File: src/rtl/matrix_result_collector_pkg.sv
// rtl/matrix_result_collector_pkg.sv - shared sizes, bank states and element clamp for the result collector
// Contents:
//   S2P_SIZE     results per row, also rows per tile
//   RESULT_SIZE  bits per signed result
//   ROW_W        bits per packed row
//   IDX_W        row index width
//   CNT_W        row count width (holds 0..S2P_SIZE)
//   bank_state_e ping-pong bank lifecycle
//   relu_clamp   negative element -> 0
package matrix_result_collector_pkg;

   localparam int S2P_SIZE    = 4;
   localparam int RESULT_SIZE = 32;
   localparam int ROW_W       = S2P_SIZE * RESULT_SIZE;
   localparam int IDX_W       = (S2P_SIZE > 1) ? $clog2(S2P_SIZE) : 1;
   localparam int CNT_W       = $clog2(S2P_SIZE + 1);

   typedef enum logic [1:0] {
      BANK_EMPTY    = 2'd0,
      BANK_FILLING  = 2'd1,
      BANK_FULL     = 2'd2,
      BANK_DRAINING = 2'd3
   } bank_state_e;

   function automatic logic [RESULT_SIZE-1:0] relu_clamp(input logic [RESULT_SIZE-1:0] v);
      return v[RESULT_SIZE-1] ? '0 : v;
   endfunction

endpackage

File: src/rtl/matrix_result_collector_result_bank.sv
// rtl/matrix_result_collector_result_bank.sv - one tile bank: row storage, stored count, lifecycle state
// Ports:
//   clk, rst      clock, synchronous active-high reset
//   wr_en/wr_idx/wr_data   row write port
//   close/close_cnt        tile complete; latch its row count
//   start_drain            FULL -> DRAINING
//   free_bank              DRAINING -> EMPTY (last row accepted)
//   rd_idx/rd_data         row read port (combinational)
//   count                  stored row count of the closed tile
//   state                  current bank state
module result_bank
   import matrix_result_collector_pkg::*;
(
   input  logic             clk,
   input  logic             rst,
   input  logic             wr_en,
   input  logic [IDX_W-1:0] wr_idx,
   input  logic [ROW_W-1:0] wr_data,
   input  logic             close,
   input  logic [CNT_W-1:0] close_cnt,
   input  logic             start_drain,
   input  logic             free_bank,
   input  logic [IDX_W-1:0] rd_idx,
   output logic [ROW_W-1:0] rd_data,
   output logic [CNT_W-1:0] count,
   output bank_state_e      state
);

   bank_state_e      state_nxt;
   logic [ROW_W-1:0] mem [S2P_SIZE];

   always_ff @(posedge clk) begin
      if (rst) begin
         state <= BANK_EMPTY;
      end else begin
         state <= state_nxt;
      end
   end

   // A single-row tile closes straight from EMPTY, so close wins over wr_en.
   always_comb begin
      state_nxt = state;
      case (state)
         BANK_EMPTY: begin
            if (close)      state_nxt = BANK_FULL;
            else if (wr_en) state_nxt = BANK_FILLING;
         end
         BANK_FILLING: begin
            if (close) state_nxt = BANK_FULL;
         end
         BANK_FULL: begin
            if (start_drain) state_nxt = BANK_DRAINING;
         end
         BANK_DRAINING: begin
            if (free_bank) state_nxt = BANK_EMPTY;
         end
         default: state_nxt = BANK_EMPTY;
      endcase
   end

   always_ff @(posedge clk) begin
      if (rst) begin
         for (int i = 0; i < S2P_SIZE; i++) begin
            mem[i] <= '0;
         end
         count <= '0;
      end else begin
         if (wr_en) begin
            mem[wr_idx] <= wr_data;
         end
         if (close) begin
            count <= close_cnt;
         end
      end
   end

   assign rd_data = mem[rd_idx];

endmodule

File: src/rtl/matrix_result_collector.sv
// rtl/matrix_result_collector.sv - ping-pong tile assembler and row streamer for multiplier results
// Optional feature macro: RESULT_RELU_EN (clamp negative elements to 0 at capture)
// Ports:
//   clk        clock, rising edge
//   rst        synchronous active-high reset
//   in_row     product row, element k at [ROW_W-1-k*RESULT_SIZE -: RESULT_SIZE]
//   in_done    [0] row valid pulse, [1] last row of tile (with [0])
//   tile_req   one-cycle pulse requesting the next tile
//   out_data   row being drained, same packing as in_row
//   out_valid  out_data valid
//   out_ready  downstream accept
//   out_last   final row of the tile
//   err_ovf    sticky: row dropped, no bank could take it
//   err_seq    sticky: tile closed with row count != S2P_SIZE
module matrix_result_collector
   import matrix_result_collector_pkg::*;
(
   input  logic             clk,
   input  logic             rst,
   input  logic [ROW_W-1:0] in_row,
   input  logic [1:0]       in_done,
   output logic             tile_req,
   output logic [ROW_W-1:0] out_data,
   output logic             out_valid,
   input  logic             out_ready,
   output logic             out_last,
   output logic             err_ovf,
   output logic             err_seq
);

   logic             wr_ptr;
   logic             rd_ptr;
   logic [CNT_W-1:0] wr_cnt;
   logic [CNT_W-1:0] rd_cnt;
   logic             in_flight;

   logic [ROW_W-1:0] wr_row;
   logic             can_write;
   logic             row_accept;
   logic             row_drop;
   logic             tile_close;
   logic [CNT_W-1:0] close_cnt;
   logic             req_cond;
   logic             beat_accept;
   logic             last_accept;
   logic             next_rd_ptr;
   logic [CNT_W-1:0] rd_count;

   logic [1:0]       bank_wr_en;
   logic [1:0]       bank_close;
   logic [1:0]       bank_start_drain;
   logic [1:0]       bank_free;
   logic [ROW_W-1:0] bank_rd_data [2];
   logic [CNT_W-1:0] bank_count [2];
   bank_state_e      bank_state [2];

   always_comb begin
      wr_row = in_row;
`ifdef RESULT_RELU_EN
      for (int k = 0; k < S2P_SIZE; k++) begin
         wr_row[ROW_W-1-k*RESULT_SIZE -: RESULT_SIZE] =
            relu_clamp(in_row[ROW_W-1-k*RESULT_SIZE -: RESULT_SIZE]);
      end
`endif
   end

   // Write side. A full-count bank keeps FILLING and drops extra rows; a late
   // last-row marker still closes it so the pipeline cannot lock up.
   assign can_write  = (bank_state[wr_ptr] == BANK_EMPTY) || (bank_state[wr_ptr] == BANK_FILLING);
   assign row_accept = in_done[0] && can_write && (wr_cnt != CNT_W'(S2P_SIZE));
   assign row_drop   = in_done[0] && !row_accept;
   assign tile_close = in_done[0] && in_done[1] && can_write;
   assign close_cnt  = row_accept ? (wr_cnt + CNT_W'(1)) : wr_cnt;

   assign req_cond = !in_flight && (bank_state[wr_ptr] == BANK_EMPTY);

   // Read side.
   assign rd_count    = bank_count[rd_ptr];
   assign out_valid   = (bank_state[rd_ptr] == BANK_DRAINING);
   assign out_last    = out_valid && (rd_cnt == (rd_count - CNT_W'(1)));
   assign out_data    = out_valid ? bank_rd_data[rd_ptr] : '0;
   assign beat_accept = out_valid && out_ready;
   assign last_accept = beat_accept && out_last;
   // Looking at the post-accept read pointer lets the other FULL bank start
   // draining on the same edge the current one frees, so no bubble appears.
   assign next_rd_ptr = rd_ptr ^ last_accept;

   for (genvar g = 0; g < 2; g++) begin : g_bank
      assign bank_wr_en[g]       = row_accept && (wr_ptr == 1'(g));
      assign bank_close[g]       = tile_close && (wr_ptr == 1'(g));
      assign bank_free[g]        = last_accept && (rd_ptr == 1'(g));
      assign bank_start_drain[g] = (bank_state[g] == BANK_FULL) && (next_rd_ptr == 1'(g));

      result_bank u_bank (
         .clk         (clk),
         .rst         (rst),
         .wr_en       (bank_wr_en[g]),
         .wr_idx      (wr_cnt[IDX_W-1:0]),
         .wr_data     (wr_row),
         .close       (bank_close[g]),
         .close_cnt   (close_cnt),
         .start_drain (bank_start_drain[g]),
         .free_bank   (bank_free[g]),
         .rd_idx      (rd_cnt[IDX_W-1:0]),
         .rd_data     (bank_rd_data[g]),
         .count       (bank_count[g]),
         .state       (bank_state[g])
      );
   end

   always_ff @(posedge clk) begin
      if (rst) begin
         wr_ptr    <= 1'b0;
         rd_ptr    <= 1'b0;
         wr_cnt    <= '0;
         rd_cnt    <= '0;
         in_flight <= 1'b0;
         tile_req  <= 1'b0;
         err_ovf   <= 1'b0;
         err_seq   <= 1'b0;
      end else begin
         if (tile_close) begin
            wr_cnt <= '0;
            wr_ptr <= ~wr_ptr;
         end else if (row_accept) begin
            wr_cnt <= wr_cnt + CNT_W'(1);
         end

         if (beat_accept) begin
            rd_cnt <= last_accept ? '0 : (rd_cnt + CNT_W'(1));
         end
         if (last_accept) begin
            rd_ptr <= ~rd_ptr;
         end

         tile_req <= req_cond;
         if (req_cond) begin
            in_flight <= 1'b1;
         end else if (tile_close) begin
            in_flight <= 1'b0;
         end

         if (row_drop) begin
            err_ovf <= 1'b1;
         end
         if (tile_close && (close_cnt != CNT_W'(S2P_SIZE))) begin
            err_seq <= 1'b1;
         end
      end
   end

endmodule

File: config.mk
export PLATFORM = sky130hd
export DESIGN_NAME = matrix_result_collector
export DESIGN_NICKNAME = d
export VERILOG_FILES = /design/src/rtl/matrix_result_collector_pkg.sv /design/src/rtl/matrix_result_collector_result_bank.sv /design/src/rtl/matrix_result_collector.sv
export SDC_FILE = /design/constraint.sdc
export NUM_CORES = 1
export LEC_CHECK = 0
export BUFFER_PORTS_ARGS = -buffer_cell sky130_fd_sc_hd__buf_2
export CORE_ASPECT_RATIO = 0.6
export CORE_MARGIN = 2
export CORE_UTILIZATION = 51
export CTS_BUF_LIST = sky130_fd_sc_hd__clkbuf_8
export DETAILED_ROUTE_END_ITERATION = 8
export GPL_TIMING_DRIVEN = 0
export PLACE_DENSITY = 0.69
export SLEW_MARGIN = 20
export SYNTH_ARGS = -nofsm -noshare
export SYNTH_HDL_FRONTEND = slang
export SYNTH_SLANG_ARGS = --single-unit
export TNS_END_PERCENT = 100
File: constraint.sdc
create_clock -name clk -period 8.35 [get_ports clk]
set_input_delay 1.67 -clock clk [delete_from_list [all_inputs] [get_ports clk]]
set_output_delay 1.67 -clock clk [all_outputs]
set_load 0.01 [all_outputs]
==> out/qor.txt <==
post-cts sizing count: 0
GP Congestion: 0.776
main flop type after synthesis: edfxtp_1
first-pass GRT wire length: 178,000 um
Cell Area, Synth: 0.0469 mm^2
dpl ws: 3.54 ns
largest family of logic cells by synthesized area: simple AND/OR/NAND/NOR gates
pwr dens: 213 mW/mm^2
crit path DAT: 4.02 ns
Seq pwr share: 0.553
P_int: 8.56 mW
Vias: 27,244
Max Fclk: 176 MHz
1st-iter DRT viols: 2,834
crit path launch type: flop
critical path class: reg2out
CTS Buf Count: 158
Lkg Pwr: 19.8 nW
max-cap violation count: 0
die area: 0.0945 mm^2
IO buf count: 264
H-Tree Level Count: 4
later-pin clock latency in the skew report: 0.86 ns
Final Instance Count excl. Fillers: 4,895
Post-Route WL: 120,000 um
total gr overflow: 0
cells after synthesis: 3,082
number of synthesized flops with an enable pin: 1,024
number of global-route vias before repair: 27,644
Avg Vias per Cell: 5.57
most frequent CP cell: buf_2
slowest cell delay on critical path: 0.71 ns
Top-Level Pins: 266
width of the die: 395 um
die span in y: 239 um
DRC Markers: 0
post-synth top area share: 0.656
Async SR Flop Fraction: 0
placed insts: 4,610
Final nets: 3,685
minimum clock period: 5.69 ns
Max Slew Vio Count: 0
CTS tree: done
final setup TNS: 0 ns
cts hold-fix bufs: 0
Core Area: 0.0915 mm^2
register clock-pin slew on the reported worst setup and hold paths: 0.07 ns
largest net degree at the start of global routing: 43
DR pass1 iterations: 5
Synth Register Bits: 1,048
GRT Util Overall: 0.258
Switch Pwr: 2.81 mW
synthesized-area fraction occupied by adder cells: 0.00374
Slew @ Worst Pin: 1.03 ns
Post-Synth Simple-Gate Area: 0.165
final core occ: 0.585
Syn Nets: 3,229
Synth Area in Compound Gates: 0.0188
final period utilization: 0.682
setup ws final: 2.66 ns
top cells by count, synth: and2_1, edfxtp_1, nand2_1
post-synthesis mux area share: 0.126
worst min-delay path category: reg2reg
Post-CTS Setup Inserts: 0
slowest CP cell: clkbuf_1
maximum VDD drop: 0.125 mV
# rows: 86
Final Hold Viols: 0
Final ANT Viol Nets: 0
Crit path required time: 6.68 ns
# setup viols final: 0
Gate power share: 0.100
Root Buffer: clkbuf_8
fraction of layout cells with a size suffix above 1: 0.219
Worst Skew: 0.0351 ns
WL/cell: 24.5 um
clock sink count: 1,048
status: finished, final reports clean
relative max-transition margin: 0.317
post-synthesis xor/xnor area fraction: 0.00205
Cell variety after synth: 42
clock buffer depth: 3
Net Sw Frac: 0.247
Worst setup EP type: primary output
CP Max Fanout: 10
Seq/Total Area, Yosys: 0.666
Synth Warn #: 0
starting density of the core: 0.513
CP Cell Sequence: buf_2 > clkinv_1 > a31oi_1 > clkbuf_2 > clkbuf_1 > a21oi_1 > buf_2
dpl hpwl: 78,200 um
synth top area cells: edfxtp_1, and2_1, mux4_2
Area Growth Syn to Fin: 14.1%
fillers: 7,254
cell accounting for the most synthesized area: edfxtp_1
antenna violations before repair: 21
synthesized area per cell: 15.2 um^2
clock share of power: 0.348
RSZ-0062 raised after global routing: no
[through the flow]
| stage | power [mW] | hold slack, ns | cell area (um^2) |
|---|---|---|---|
| 6_report | 11.4 | 0.457 | 53500 |
| 3_3_place_gp | 7.48 | 0.420 | 49800 |
| 3_5_place_dp | 7.53 | 0.449 | 50600 |
| 5_1_grt | 11.8 | 0.484 | 53500 |
| 2_1_floorplan | 7.04 | 0.410 | 46900 |
| 4_1_cts | 11.5 | 0.457 | 53500 |
[cell families after synthesis]
kind of cell	after synthesis
AND/OR/NAND/NOR	1351
flip-flops	1048
multiplexers	268
buffers and inverters	231
AO/OA/AOI/OAI	159
adder cells (fa/ha/maj)	14
XOR/XNOR	11
[layout make-up]
class / instances / area [um^2] / area share
diodes: 9 / 22.5 / 0.000421
plain buffers: 220 / 878 / 0.0164
clock buffers: 165 / 2270 / 0.0425
clock inverters: 111 / 572 / 0.0107
inverters: 11 / 41.3 / 0.000772
multi-input cells: 1803 / 14800 / 0.277
flip-flops and latches: 1048 / 31200 / 0.584
well taps: 1232 / 1540 / 0.0288
repair buffers: 296 / 2120 / 0.0396
[critical path, delay by kind of cell (launching register included)]
family          cells  cell delay (ns)
flops               1             0.38
buf+inv             5             2.06
compound gates      2             0.72
[registers in the layout, indices dropped and copies added, names as in the netlist, named ones only]
signal,flops
err_ovf,1
err_seq,1
g_bank.u_bank.count,6
g_bank.u_bank.mem,1024
g_bank.u_bank.state,4
in_flight,1
rd_cnt,3
rd_ptr,1
tile_req,1
wr_cnt,3
wr_ptr,1
[power by group through the flow]
| stage | sequential, mW | combinational (mW) | clock [mW] |
|---|---|---|---|
| 2_1_floorplan | 6.37 | 0.675 | 0 |
| 3_3_place_gp | 6.42 | 1.06 | 0 |
| 3_5_place_dp | 6.39 | 1.13 | 0 |
| 4_1_cts | 6.29 | 1.14 | 4.03 |
| 5_1_grt | 6.31 | 1.23 | 4.25 |
| 6_report | 6.28 | 1.13 | 3.96 |
[cell usage in the layout, fill, tap and decap left out, types with 6 or more instances in the layout]
| master | Yosys | final |
|---|---|---|
| buf_2 | 27 | 291 |
| clkinvlp_4 | 0 | 6 |
| ha_1 | 14 | 14 |
| nand3_1 | 6 | 6 |
| dfxtp_1 | 24 | 24 |
| buf_1 | 15 | 15 |
| clkinv_1 | 1 | 37 |
| buf_12 | 0 | 11 |
| mux4_2 | 256 | 256 |
| nand2b_1 | 7 | 7 |
| clkbuf_2 | 0 | 15 |
| clkbuf_1 | 178 | 163 |
| inv_1 | 10 | 58 |
| nand2_1 | 263 | 263 |
| a211oi_1 | 6 | 6 |
| and2_1 | 1024 | 1024 |
| nor2_1 | 28 | 28 |
| clkbuf_8 | 0 | 165 |
| mux2i_1 | 10 | 10 |
| clkinv_2 | 0 | 11 |
| diode_2 | 0 | 9 |
| buf_16 | 0 | 21 |
| edfxtp_1 | 1024 | 1024 |
| nor3_1 | 7 | 7 |
| a21oi_1 | 132 | 132 |
| xnor2_1 | 7 | 7 |
[final timing paths]
path,start,end,slack [ns],depth (start not counted)
setup reg to reg,wr_cnt[0]$_SDFF_PP0_,g_bank[1].u_bank.mem[0][55]$_SDFFCE_PN0P_,4.22,11
hold / removal,in_flight$_SDFFE_PP0P_,tile_req$_SDFF_PP0_,0.46,1
hold reg to reg,in_flight$_SDFFE_PP0P_,tile_req$_SDFF_PP0_,0.46,1
setup / recovery,rd_ptr$_SDFFE_PP0P_,out_data[25],2.66,7
[routing by layer]
layer,up-vias,track usage,part of all wire,routed length [um]
met5,-,0,0.00057,69
met4,14,0.0811,0.021,2550
met3,194,0.0551,0.089,10700
met2,1131,0.378,0.44,53400
met1,13743,0.390,0.44,53300
li1,12162,-,-,-
No activity file was read; power rests on OpenSTA's default activity.
